==> src/rtl/ctrl_pipe_pkg.sv <==
// Shared definitions for the control pipeline: field positions inside the
// ID control word, the bubble encoding and the per-stage record.
// Optional feature macro used by this slice: PERF_CNT_EN.
package ctrl_pipe_pkg;

  localparam int unsigned REG_AW_DEF = 5;

  // Bit positions inside the 8-bit ID control word
  localparam int unsigned ALUSRC_B   = 0;
  localparam int unsigned ALUOP_LSB  = 1;
  localparam int unsigned REGDST_B   = 3;
  localparam int unsigned MEMRD_B    = 4;
  localparam int unsigned MEMWR_B    = 5;
  localparam int unsigned REGWR_B    = 6;
  localparam int unsigned MEMTOREG_B = 7;

  // ALUOp=11, RegDst=1, every enable low
  localparam logic [7:0] BUBBLE = 8'h0E;

  typedef struct packed {
    logic [7:0]            ctrl;
    logic [REG_AW_DEF-1:0] rt;
    logic [REG_AW_DEF-1:0] rd;
    logic [REG_AW_DEF-1:0] wreg;
  } stage_t;

  localparam stage_t STAGE_BUBBLE = '{ctrl: BUBBLE, rt: '0, rd: '0, wreg: '0};

endpackage

==> src/rtl/ctrl_pipe_if.sv <==
// Control-pipeline bus: ID-stage inputs toward the pipeline and the
// EX/MEM/WB control outputs back to the datapath.
// slave = the pipeline itself, master = the decoder/datapath side.
interface ctrl_pipe_if
  import ctrl_pipe_pkg::*;
#(
  parameter int unsigned REG_AW = REG_AW_DEF
);
  logic [7:0]        ctrl_i;
  logic [REG_AW-1:0] rs_id_i;
  logic [REG_AW-1:0] rt_id_i;
  logic [REG_AW-1:0] rd_id_i;
  logic              jump_i;
  logic              branch_taken_i;

  logic              ex_alusrc_o;
  logic [1:0]        ex_aluop_o;
  logic [REG_AW-1:0] ex_wreg_o;
  logic              mem_read_o;
  logic              mem_write_o;
  logic              wb_regwrite_o;
  logic              wb_memtoreg_o;
  logic [REG_AW-1:0] wb_wreg_o;
  logic              stall_o;
  logic              ifid_flush_o;

  modport master (
    output ctrl_i, rs_id_i, rt_id_i, rd_id_i, jump_i, branch_taken_i,
    input  ex_alusrc_o, ex_aluop_o, ex_wreg_o, mem_read_o, mem_write_o,
           wb_regwrite_o, wb_memtoreg_o, wb_wreg_o, stall_o, ifid_flush_o
  );

  modport slave (
    input  ctrl_i, rs_id_i, rt_id_i, rd_id_i, jump_i, branch_taken_i,
    output ex_alusrc_o, ex_aluop_o, ex_wreg_o, mem_read_o, mem_write_o,
           wb_regwrite_o, wb_memtoreg_o, wb_wreg_o, stall_o, ifid_flush_o
  );

endinterface

==> src/rtl/ctrl_pipe_stage.sv <==
// One pipeline register holding a stage record; reset and bubble both load
// the disabled control word with zeroed register fields.
module ctrl_pipe_stage
  import ctrl_pipe_pkg::*;
(
  input  logic   clk_i,
  input  logic   rst_i,
  input  logic   bubble_i,
  input  stage_t d_i,
  output stage_t q_o
);

  stage_t stage_q;

  // Synchronous reset / bubble insert, otherwise advance
  always_ff @(posedge clk_i) begin
    if (rst_i || bubble_i) begin
      stage_q <= STAGE_BUBBLE;
    end else begin
      stage_q <= d_i;
    end
  end

  assign q_o = stage_q;

endmodule

==> src/rtl/ctrl_pipe.sv <==
// Carries the ID control word through ID/EX, EX/MEM and MEM/WB, tracks the
// destination register per stage, and raises load-use stall / IF/ID flush.
// Optional: define PERF_CNT_EN to add saturating stall/flush cycle counters.
module ctrl_pipe
  import ctrl_pipe_pkg::*;
#(
  parameter int unsigned REG_AW = REG_AW_DEF
`ifdef PERF_CNT_EN
  ,
  parameter int unsigned CNT_W = 32
`endif
) (
  input  logic             clk_i,
  input  logic             rst_i,
  ctrl_pipe_if.slave       bus
`ifdef PERF_CNT_EN
  ,
  output logic [CNT_W-1:0] stall_cnt_o,
  output logic [CNT_W-1:0] flush_cnt_o
`endif
);

  stage_t            idex_d, idex_q;
  stage_t            exmem_d, exmem_q;
  stage_t            memwb_q;
  logic [REG_AW-1:0] ex_wreg;
  logic              stall;
  logic              flush;

  // Load-use hazard against the instruction sitting in EX
  always_comb begin
    stall = idex_q.ctrl[MEMRD_B] && (idex_q.rt != '0) &&
            ((idex_q.rt == bus.rs_id_i) || (idex_q.rt == bus.rt_id_i));
    // Stall wins; a pending jump/branch is re-evaluated once the bubble is in
    flush = (bus.jump_i || bus.branch_taken_i) && !stall;
  end

  // Stage inputs: ID fields into ID/EX, destination resolved in EX
  always_comb begin
    idex_d      = '0;
    idex_d.ctrl = bus.ctrl_i;
    idex_d.rt   = bus.rt_id_i;
    idex_d.rd   = bus.rd_id_i;
    ex_wreg     = idex_q.ctrl[REGDST_B] ? idex_q.rd : idex_q.rt;
    exmem_d     = idex_q;
    exmem_d.wreg = ex_wreg;
  end

  ctrl_pipe_stage u_idex (
    .clk_i    (clk_i),
    .rst_i    (rst_i),
    .bubble_i (stall),
    .d_i      (idex_d),
    .q_o      (idex_q)
  );

  ctrl_pipe_stage u_exmem (
    .clk_i    (clk_i),
    .rst_i    (rst_i),
    .bubble_i (1'b0),
    .d_i      (exmem_d),
    .q_o      (exmem_q)
  );

  ctrl_pipe_stage u_memwb (
    .clk_i    (clk_i),
    .rst_i    (rst_i),
    .bubble_i (1'b0),
    .d_i      (exmem_q),
    .q_o      (memwb_q)
  );

  // Per-stage control outputs; $zero is never written back
  always_comb begin
    bus.ex_alusrc_o   = idex_q.ctrl[ALUSRC_B];
    bus.ex_aluop_o    = idex_q.ctrl[ALUOP_LSB +: 2];
    bus.ex_wreg_o     = ex_wreg;
    bus.mem_read_o    = exmem_q.ctrl[MEMRD_B];
    bus.mem_write_o   = exmem_q.ctrl[MEMWR_B];
    bus.wb_regwrite_o = memwb_q.ctrl[REGWR_B] && (memwb_q.wreg != '0);
    bus.wb_memtoreg_o = memwb_q.ctrl[MEMTOREG_B];
    bus.wb_wreg_o     = memwb_q.wreg;
    bus.stall_o       = stall;
    bus.ifid_flush_o  = flush;
  end

  // Fields that only matter in earlier stages
  logic unused_wb_fields;
  assign unused_wb_fields = ^{memwb_q.ctrl[REGWR_B-1:0], memwb_q.rt, memwb_q.rd};

`ifdef PERF_CNT_EN
  localparam logic [CNT_W-1:0] CNT_ONE = {{(CNT_W-1){1'b0}}, 1'b1};

  logic [CNT_W-1:0] stall_cnt_q;
  logic [CNT_W-1:0] flush_cnt_q;

  // Saturating stall/flush cycle counters
  always_ff @(posedge clk_i) begin
    if (rst_i) begin
      stall_cnt_q <= '0;
      flush_cnt_q <= '0;
    end else begin
      if (stall && !(&stall_cnt_q)) stall_cnt_q <= stall_cnt_q + CNT_ONE;
      if (flush && !(&flush_cnt_q)) flush_cnt_q <= flush_cnt_q + CNT_ONE;
    end
  end

  assign stall_cnt_o = stall_cnt_q;
  assign flush_cnt_o = flush_cnt_q;
`endif

endmodule

==> src/flat_wrapper.sv <==
// flat-port wrapper written by rule: the top's interface ports become plain ports
module ctrl_pipe_flat import ctrl_pipe_pkg::*;
#(
  parameter int unsigned REG_AW = REG_AW_DEF

)
  (clk_i, rst_i, bus_ctrl_i, bus_rs_id_i, bus_rt_id_i, bus_rd_id_i, bus_jump_i, bus_branch_taken_i, bus_ex_alusrc_o, bus_ex_aluop_o, bus_ex_wreg_o, bus_mem_read_o, bus_mem_write_o, bus_wb_regwrite_o, bus_wb_memtoreg_o, bus_wb_wreg_o, bus_stall_o, bus_ifid_flush_o);
  ctrl_pipe_if #(.REG_AW(REG_AW)) bus_i ();
  input  logic clk_i;
  input  logic rst_i;
  input wire logic [$bits(bus_i.ctrl_i)-1:0] bus_ctrl_i;
  input wire logic [$bits(bus_i.rs_id_i)-1:0] bus_rs_id_i;
  input wire logic [$bits(bus_i.rt_id_i)-1:0] bus_rt_id_i;
  input wire logic [$bits(bus_i.rd_id_i)-1:0] bus_rd_id_i;
  input wire logic [$bits(bus_i.jump_i)-1:0] bus_jump_i;
  input wire logic [$bits(bus_i.branch_taken_i)-1:0] bus_branch_taken_i;
  output wire logic [$bits(bus_i.ex_alusrc_o)-1:0] bus_ex_alusrc_o;
  output wire logic [$bits(bus_i.ex_aluop_o)-1:0] bus_ex_aluop_o;
  output wire logic [$bits(bus_i.ex_wreg_o)-1:0] bus_ex_wreg_o;
  output wire logic [$bits(bus_i.mem_read_o)-1:0] bus_mem_read_o;
  output wire logic [$bits(bus_i.mem_write_o)-1:0] bus_mem_write_o;
  output wire logic [$bits(bus_i.wb_regwrite_o)-1:0] bus_wb_regwrite_o;
  output wire logic [$bits(bus_i.wb_memtoreg_o)-1:0] bus_wb_memtoreg_o;
  output wire logic [$bits(bus_i.wb_wreg_o)-1:0] bus_wb_wreg_o;
  output wire logic [$bits(bus_i.stall_o)-1:0] bus_stall_o;
  output wire logic [$bits(bus_i.ifid_flush_o)-1:0] bus_ifid_flush_o;
  assign bus_i.ctrl_i = bus_ctrl_i;
  assign bus_i.rs_id_i = bus_rs_id_i;
  assign bus_i.rt_id_i = bus_rt_id_i;
  assign bus_i.rd_id_i = bus_rd_id_i;
  assign bus_i.jump_i = bus_jump_i;
  assign bus_i.branch_taken_i = bus_branch_taken_i;
  assign bus_ex_alusrc_o = bus_i.ex_alusrc_o;
  assign bus_ex_aluop_o = bus_i.ex_aluop_o;
  assign bus_ex_wreg_o = bus_i.ex_wreg_o;
  assign bus_mem_read_o = bus_i.mem_read_o;
  assign bus_mem_write_o = bus_i.mem_write_o;
  assign bus_wb_regwrite_o = bus_i.wb_regwrite_o;
  assign bus_wb_memtoreg_o = bus_i.wb_memtoreg_o;
  assign bus_wb_wreg_o = bus_i.wb_wreg_o;
  assign bus_stall_o = bus_i.stall_o;
  assign bus_ifid_flush_o = bus_i.ifid_flush_o;
  ctrl_pipe #(.REG_AW(REG_AW)) u_core (.clk_i(clk_i), .rst_i(rst_i), .bus(bus_i));
endmodule
==> config.mk <==
export PLATFORM = sky130hd
export DESIGN_NAME = ctrl_pipe_flat
export DESIGN_NICKNAME = d
export VERILOG_FILES = /design/src/rtl/ctrl_pipe_pkg.sv /design/src/rtl/ctrl_pipe_if.sv /design/src/rtl/ctrl_pipe_stage.sv /design/src/rtl/ctrl_pipe.sv /design/src/flat_wrapper.sv
export SDC_FILE = /design/constraint.sdc
export NUM_CORES = 1
export LEC_CHECK = 0
export BUFFER_PORTS_ARGS = -buffer_cell sky130_fd_sc_hd__buf_4
export CAP_MARGIN = 20
export CORE_MARGIN = 3
export CORE_UTILIZATION = 43
export CTS_BUF_LIST = sky130_fd_sc_hd__clkbuf_16
export DETAILED_ROUTE_END_ITERATION = 10
export PLACE_DENSITY = 0.74
export RECOVER_POWER = 50
export SLEW_MARGIN = 5
export SYNTH_ARGS = -nofsm -noshare
export SYNTH_HDL_FRONTEND = slang
export SYNTH_SLANG_ARGS = --single-unit
export TNS_END_PERCENT = 5
==> constraint.sdc <==
create_clock -name clk_i -period 1.6 [get_ports clk_i]
set_input_delay 0.32 -clock clk_i [delete_from_list [all_inputs] [get_ports clk_i]]
set_output_delay 0.32 -clock clk_i [all_outputs]
set_load 0.02 [all_outputs]
* Word-level counts from Yosys, hierarchy flattened *
Index checks and enable logic that the tools add are counted.

word-level totals
  word-level logic and storage cells = 20
  input port bits = 27
  flip-flop bits (word level) = 44
  output and inout bits = 19

cells by class
  reduce and logical (&&, ||, !) cells = 10
  eq/ne operators = 2
  multiplexer cells = 1

operator list
  operator            count
  5-bit == test       2
  5-bit nonzero test  2
  5-bit 2-to-1 mux    1
  1-bit logical AND   4
  1-bit logical OR    3
  1-bit logical NOT   1

* Logic depth before layout (Yosys ltp) *
Gate-level depths: netlist (run 1).

  depth after elaboration = 5
  mapped depth = 5
  mapped depth without buffers = 4

* Hierarchy *
Synthesis (run 1) repeated with hierarchy kept, for this count alone.

second synthesis, totals
  cells, all modules = 179
  area total of the unflattened synthesis = 2313.5 µm²

modules (own cells, without submodules)
  module           instances  seq. area each (µm²)  cells each  area an instance (µm²)
  ctrl_pipe_stage  3          460.4                 50          699.4
  ctrl_pipe        1          0.0                   29          215.2

* Least setup slack after synthesis (run 1) *
OpenSTA, ideal clock, no wires.

  path type = register to output
  start point = register u_core.u_idex.stage_q (netlist bit u_core.u_idex.q_o[10])
  end point = output bus_ifid_flush_o
  data arrival time = 1.602 ns
  setup slack = -0.322 ns
  path buffers = 1
  data required time = 1.280 ns
  cell stages (with the launch flop) = 5
  cell sequence = dfxtp_1 -> or4_1 -> o21a_1 -> clkbuf_1 -> a21oi_1

on the way
  word-level cells in the longest chain between the ends = 5
  elaborated cells between the ends (all ways) = 8
  classes of those cells = 2 x eq/ne; 6 x reduce/logical

RTL lines
  element                                                RTL line                          RTL
  start: declaration                                     ctrl_pipe_stage.sv:13             stage_t stage_q;
  start signal: assignment                               ctrl_pipe_stage.sv:20             stage_q <= d_i;
  5-bit == test or 5-bit nonzero test (tied branches)    ctrl_pipe.sv:33, ctrl_pipe.sv:32
  1-bit logical OR or 1-bit logical AND (tied branches)  ctrl_pipe.sv:33, ctrl_pipe.sv:32
  1-bit logical AND (*)                                  ctrl_pipe.sv:32                   stall = idex_q.ctrl[MEMRD_B] && (idex_q.rt != '0) &&
  1-bit logical NOT (*)                                  ctrl_pipe.sv:35                   flush = (bus.jump_i || bus.branch_taken_i) && !stall;
  1-bit logical AND (*)                                  ctrl_pipe.sv:35
  end: declaration                                       flat_wrapper.sv:26                output wire logic [$bits(bus_i.ifid_flush_o)-1:0] bus_ifid_flush_o;

Every way passes the cells marked *; elsewhere a longest branch is shown, timed or not.

* Final worst setup path (run 1) *
  start point = register u_core.u_idex.stage_q (netlist bit u_core.u_idex.q_o[10])
  end point = output bus_stall_o

on the way
  word-level cells in the longest chain between the ends = 3
  elaborated cells between the ends (all ways) = 6
  classes of those cells = 2 x eq/ne; 4 x reduce/logical

RTL lines
  element                                                RTL line                          RTL
  5-bit == test or 5-bit nonzero test (tied branches)    ctrl_pipe.sv:33, ctrl_pipe.sv:32
  1-bit logical OR or 1-bit logical AND (tied branches)  ctrl_pipe.sv:33, ctrl_pipe.sv:32
  1-bit logical AND (*)                                  ctrl_pipe.sv:32
  end: declaration                                       flat_wrapper.sv:25                output wire logic [$bits(bus_i.stall_o)-1:0] bus_stall_o;

Marked as above.

==> results.tsv, run 1 <==
metric	value	unit
status	complete, but fails checks	
violations	negative setup slack	
powerDensity	1127	nW/um^2
initial_core_util	45.84	%
clk_pin_slew	50	ps
wirelength	2577	um
muxShareOfSynthArea	4.416	%
yosysUniqueCellTypes	17	
synth_fp_nets	151	
first_iter_violations	7	
hold_class	input pin to flip-flop	
ir_worst_vdd	1.318	mV
nNetsFinal	199	
ys_seq_area_share	53.39	%
grt_pass1_vias	838	
worstSkewPairLatency	270	ps
cts_tree	built	
ys.warnings.count	0	
synth-simple-area-share	18.55	%
skew	3.660	ps
port_buffers	45	
ys_ff_latch	34	
synth_xor_area_share	6.869	%
slew_violations	0	
setup_ws	-318.5	ps
stdcell_area	1808	sq um
required	1280	ps
synthAdderAreaFrac	0	%
grtUsageTotal	14.64	%
dieArea	3654	sq um
final_common_cell	buf_4	
post-place-ws	-145.9	ps
drv_cap	0	
rows	19	
drtPass1Iterations	3	
die_w	60.45	um
syn_area	1275	sq um
routabilityCongestion	0.8095	
power_leakage	0.8029	nW
whs	227.0	ps
use_met2	25.46	%
cp_max_fo	5	
final_cells	203	
setup_viol	6	
finalCritPeriodShare	119.9	%
cp.arrival	1600	ps
place_inst	195	
grt_pass1_wl	3663	um
via_per_inst	4.724	
use_met1	14.27	%
antenna_found_initial	0	
synth_area_per_cell	10.28	sq um
die_h	60.45	um
cts.sinks	34	
htreeDepth	2	
grt-busiest-layer	met2	
cts_root_buf	clkbuf_16	
finish.utilization	65.00	%
vias	959	
numCtsBuffers	5	
avgRoutedWirePerCell	12.69	um
placed_area	1647	sq um
synth_compound_area_share	10.01	%
final_cell_mix	44 x buf_4, 32 x dfxtp_1, 16 x nor2b_1	
syn_to_final_growth	41.81	%
syn_inst	124	
worst_pin_slew	1222	ps
num_io_pins	46	
drc	0	
rsz0062_at_grt	true	
diodes	0	
design_power_total	2.038	mW
synth_top_family_by_area	simple AND/OR/NAND/NOR gates	
hold_violations	0	
hpwl	1851	um
fmax	0.5213	GHz
clockBufferDepth	2	
grt_max_degree	35	
cp-end-kind	output port	
drive_gt1_share	38.95	%
critPathKind	flip-flop to output port	
final_antenna_net_count	0	
core	2781	sq um
tns	-877.5	ps
overflow	0	
timing.slew.headroom	18.54	%
period_needed	1918	ps
fillers	228	
cp-start-kind	flip-flop	
use_met3	7.447	%
-- critical path, cell delays in order (launching register included) --
cell	delay, ps
dfxtp_2	310
or4_4	520
o21a_4	240
and2_4	140
buf_6	120
-- power breakdown --
part	internal, mW	switching (mW)	leakage [nW]	total [mW]
sequential	0.892	0.0159	0.281	0.907
clock	0.553	0.297	0.0723	0.850
combinational	0.151	0.129	0.450	0.280
-- repair_timing --
item / CTS / global route
cloned: 0 / 0
endpoints found under the setup margin: 6 / 10
buffers inserted: 0 / 1
hold buffers: 0 / 0
pin swaps: 3 / 3
gates resized for setup: 6 / 6
-- registers in the layout, indices dropped and copies added (netlist names) --
name	flops
u_core.u_idex.q_o	18
u_core.u_exmem.q_o	9
u_core.u_memwb.q_o	7
-- cell families after synthesis --
logic type      after synthesis
compound gates               22
mux                           5
simple gates                 39
xor+xnor                     10
flops                        34
buf+inv                      14
-- per-layer routing --
layer	wire [um]	up-vias	share of wire (%)
met5	0	-	0
met4	23	0	0.89
met3	184	2	7.1
met2	1394	28	54
met1	975	433	38
li1	-	496	-
-- path summary, 6_finish.rpt --
path	start	to	slack, ps	cells past startpoint
hold reg to reg	u_core.u_exmem.q_o[22]	u_core.u_memwb.q_o[22]	430	1
hold / removal	bus_ctrl_i[1]	u_core.u_idex.q_o[16]	230	2
setup / recovery	u_core.u_idex.q_o[10]	bus_stall_o	-320	4
setup reg to reg	u_core.u_idex.q_o[10]	u_core.u_idex.q_o[18]	-40	4
-- cell type report --
class                      instances  area, sq um  area share [%]
multi-input combinational         76        559.3           30.93
sequential                        34        683.2           37.79
timing repair buffer              55        394.1           21.80
tap                               31        38.79           2.145
clock inverter                     2        7.507          0.4152
clock buffer                       5        125.1           6.920
-- cell usage after synthesis (all sizes together) --
| master | n | area share, % |
|---|---|---|
| a211o | 3 | 2.1 |
| a21oi | 16 | 6.3 |
| and2 | 1 | 0.49 |
| buf | 8 | 5.0 |
| clkbuf | 6 | 1.8 |
| dfxtp | 34 | 53 |
| mux2 | 5 | 4.4 |
| nand2 | 2 | 0.59 |
| nand2b | 15 | 7.4 |
| nand3 | 2 | 0.79 |
| nor2 | 1 | 0.29 |
| nor2b | 16 | 7.9 |
| o21a | 2 | 1.2 |
| o22ai | 1 | 0.49 |
| or4 | 2 | 1.2 |
| xnor2 | 10 | 6.9 |
No activity file was read; power rests on OpenSTA's default activity.
==> run 2: changes to the inputs <==
--- a/config.mk
+++ b/config.mk
@@ -7,10 +7,11 @@
 export LEC_CHECK = 0
 export BUFFER_PORTS_ARGS = -buffer_cell sky130_fd_sc_hd__buf_4
 export CAP_MARGIN = 20
-export CORE_MARGIN = 3
+export CORE_MARGIN = 5
 export CORE_UTILIZATION = 43
 export CTS_BUF_LIST = sky130_fd_sc_hd__clkbuf_16
 export DETAILED_ROUTE_END_ITERATION = 10
+export GPL_TIMING_DRIVEN = 0
 export PLACE_DENSITY = 0.74
 export RECOVER_POWER = 50
 export SLEW_MARGIN = 5
==> run 2 against run 1 <==
Effect of this change:
- the run still ends with negative setup slack left
- combinational power increased by 4%
- wire length increased by 6.2%
- critical path depth increased by 1
- register-to-register slack got worse by 60 ps
- worst setup slack got worse by 150 ps
- power increased by 19%
- clock-buffer cell count unchanged
- critical endpoint unchanged
- highest routed layer unchanged
==> results.tsv, run 2 (synthesized netlist as in run 1, its figures left out) <==
metric	value	unit
status	complete, but fails checks	
violations	negative setup slack	
clockBufferDepth	2	
avgRoutedWirePerCell	12.91	um
num_io_pins	46	
holdPathEnd	u_core.u_idex.q_o[17]	
path_cells	or4_4 > o21a_1 > buf_6 > and2_4 > buf_6	
htreeDepth	2	
cp-start-kind	flip-flop	
hpwl	1880	um
die_w	64.45	um
overflow	0	
critPathKind	flip-flop to output port	
final_cells	212	
numCtsBuffers	5	
setup_viol	14	
grtUsageTotal	13.37	%
drive_gt1_share	46.96	%
setup_ws	-467.1	ps
die_h	64.45	um
drtPass1Iterations	4	
power_leakage	0.8652	nW
reg2reg_from	u_core.u_idex.q_o[12]	
wirelength	2737	um
dieArea	4154	sq um
initial_core_util	45.45	%
skew	2.620	ps
rsz0062_at_grt	true	
seq_area	688.2	sq um
cp_max_fo	4	
via_per_inst	4.769	
worstSkewPairLatency	270	ps
drv_cap	0	
vias	1011	
worstHoldPathCells	2	
worst_r2r_path_depth	5	
required	1280	ps
final_common_cell	buf_4	
cts_tree	built	
switching_share	19.76	%
p_sw	0.4772	mW
place_inst	200	
grt_max_degree	12	
final_antenna_net_count	0	
slowest_stage	or4_4	
cts.sinks	34	
ir_worst_vdd	0.7432	mV
tns	-1459	ps
first_iter_violations	14	
p_seq_share	37.8	%
power.internal	1.938	mW
clk_pin_slew	50	ps
slew_violations	0	
final_cell_mix	53 x buf_4, 30 x dfxtp_1, 16 x nor2b_1	
antenna_found_initial	0	
grt_pass1_vias	918	
finalCritPeriodShare	129.2	%
port_buffers	45	
hold_class	input pin to flip-flop	
hold_violations	0	
core	2805	sq um
largest_register_ffs	18	
routabilityCongestion	0.8144	
rr_endpoint	u_core.u_idex.q_o[16]	
powerDensity	1241	nW/um^2
cpPeakStageDelay	500	ps
r2r_slack	-100	ps
drc	0	
cp-end-kind	output port	
cp.arrival	1750	ps
critPathMostFrequentCell	buf_6	
power_frac_clock	50.2	%
cts_root_buf	clkbuf_16	
timing.slew.headroom	73.31	%
worst_pin_slew	400.4	ps
nNetsFinal	207	
grt_pass1_wl	4105	um
syn_to_final_growth	52.70	%
worstHoldStart	bus_ctrl_i[2]	
placed_area	1675	sq um
fmax	0.4838	GHz
multiInputGateArea	551.8	sq um
fillers	215	
rows	19	
stdcell_area	1947	sq um
diodes	0	
pwr-share-comb	12.0	%
period_needed	2067	ps
run 2: how the worst max path moves through the flow:
stage,cells past startpoint,to,from
2_1_floorplan,4,bus_ifid_flush_o,u_core.u_idex.q_o[10]
3_3_place_gp,7,bus_stall_o,bus_rt_id_i[4]
3_5_place_dp,7,bus_stall_o,bus_rt_id_i[4]
4_1_cts,5,bus_stall_o,u_core.u_idex.q_o[12]
5_1_grt,7,bus_ifid_flush_o,u_core.u_idex.q_o[12]
6_report,5,bus_stall_o,u_core.u_idex.q_o[12]
run 2: repair_timing:
item,CTS,global route
gates resized for setup,8,15
pin swaps,2,4
endpoints found under the hold margin,0,0
hold buffers,0,0
setup endpoints to repair,8,26
buffers inserted,4,0
run 2: per-stage QoR:
| step | total power, mW | utilization (%) | hold slack [ps] | worst slack [ps] |
|---|---|---|---|---|
| 2_1_floorplan | 1.078 | - | 413.8 | -90.00 |
| 3_3_place_gp | 1.187 | 59.72 | 417.3 | -317.0 |
| 3_5_place_dp | 1.192 | 59.72 | 423.1 | -340.2 |
| 4_1_cts | 2.421 | 68.20 | 216.7 | -469.7 |
| 5_1_grt | 2.501 | 69.40 | 232.8 | -557.5 |
| 6_report | 2.415 | 69.40 | 223.9 | -467.1 |
run 2: area by class of cell:
type,count,share of cell area [%]
timing repair buffer,49,19.28
clock inverter,3,3.278
tap,31,1.992
sequential,34,35.35
multi-input combinational,76,28.34
buffer,14,5.334
clock buffer,5,6.427
run 2: critical path: cells and delay by family, from the launching register on:
| family | cells | cell delay [ps] |
|---|---|---|
| AO/OA/AOI/OAI | 1 | 220 |
| buffers and inverters | 2 | 250 |
| AND/OR/NAND/NOR | 2 | 650 |
| flip-flops | 1 | 360 |
run 2: metal layers:
layer  track usage (%)  share of wire [%]  vias to the layer above
met3             6.736                7.2                       12
met4             8.707                3.9                        0
met2             21.01                 49                       37
li1                  -                  -                      511
met1             14.18                 39                      451
met5                 0                  0                        -
run 2: power groups by stage:
stage	clock network (mW)	logic [mW]	registers (mW)
final	1.21	0.290	0.912
after global routing	1.27	0.313	0.916
after CTS	1.23	0.279	0.910
after detailed placement	0	0.263	0.929
after global placement	0	0.259	0.927
after floorplan	0	0.150	0.928
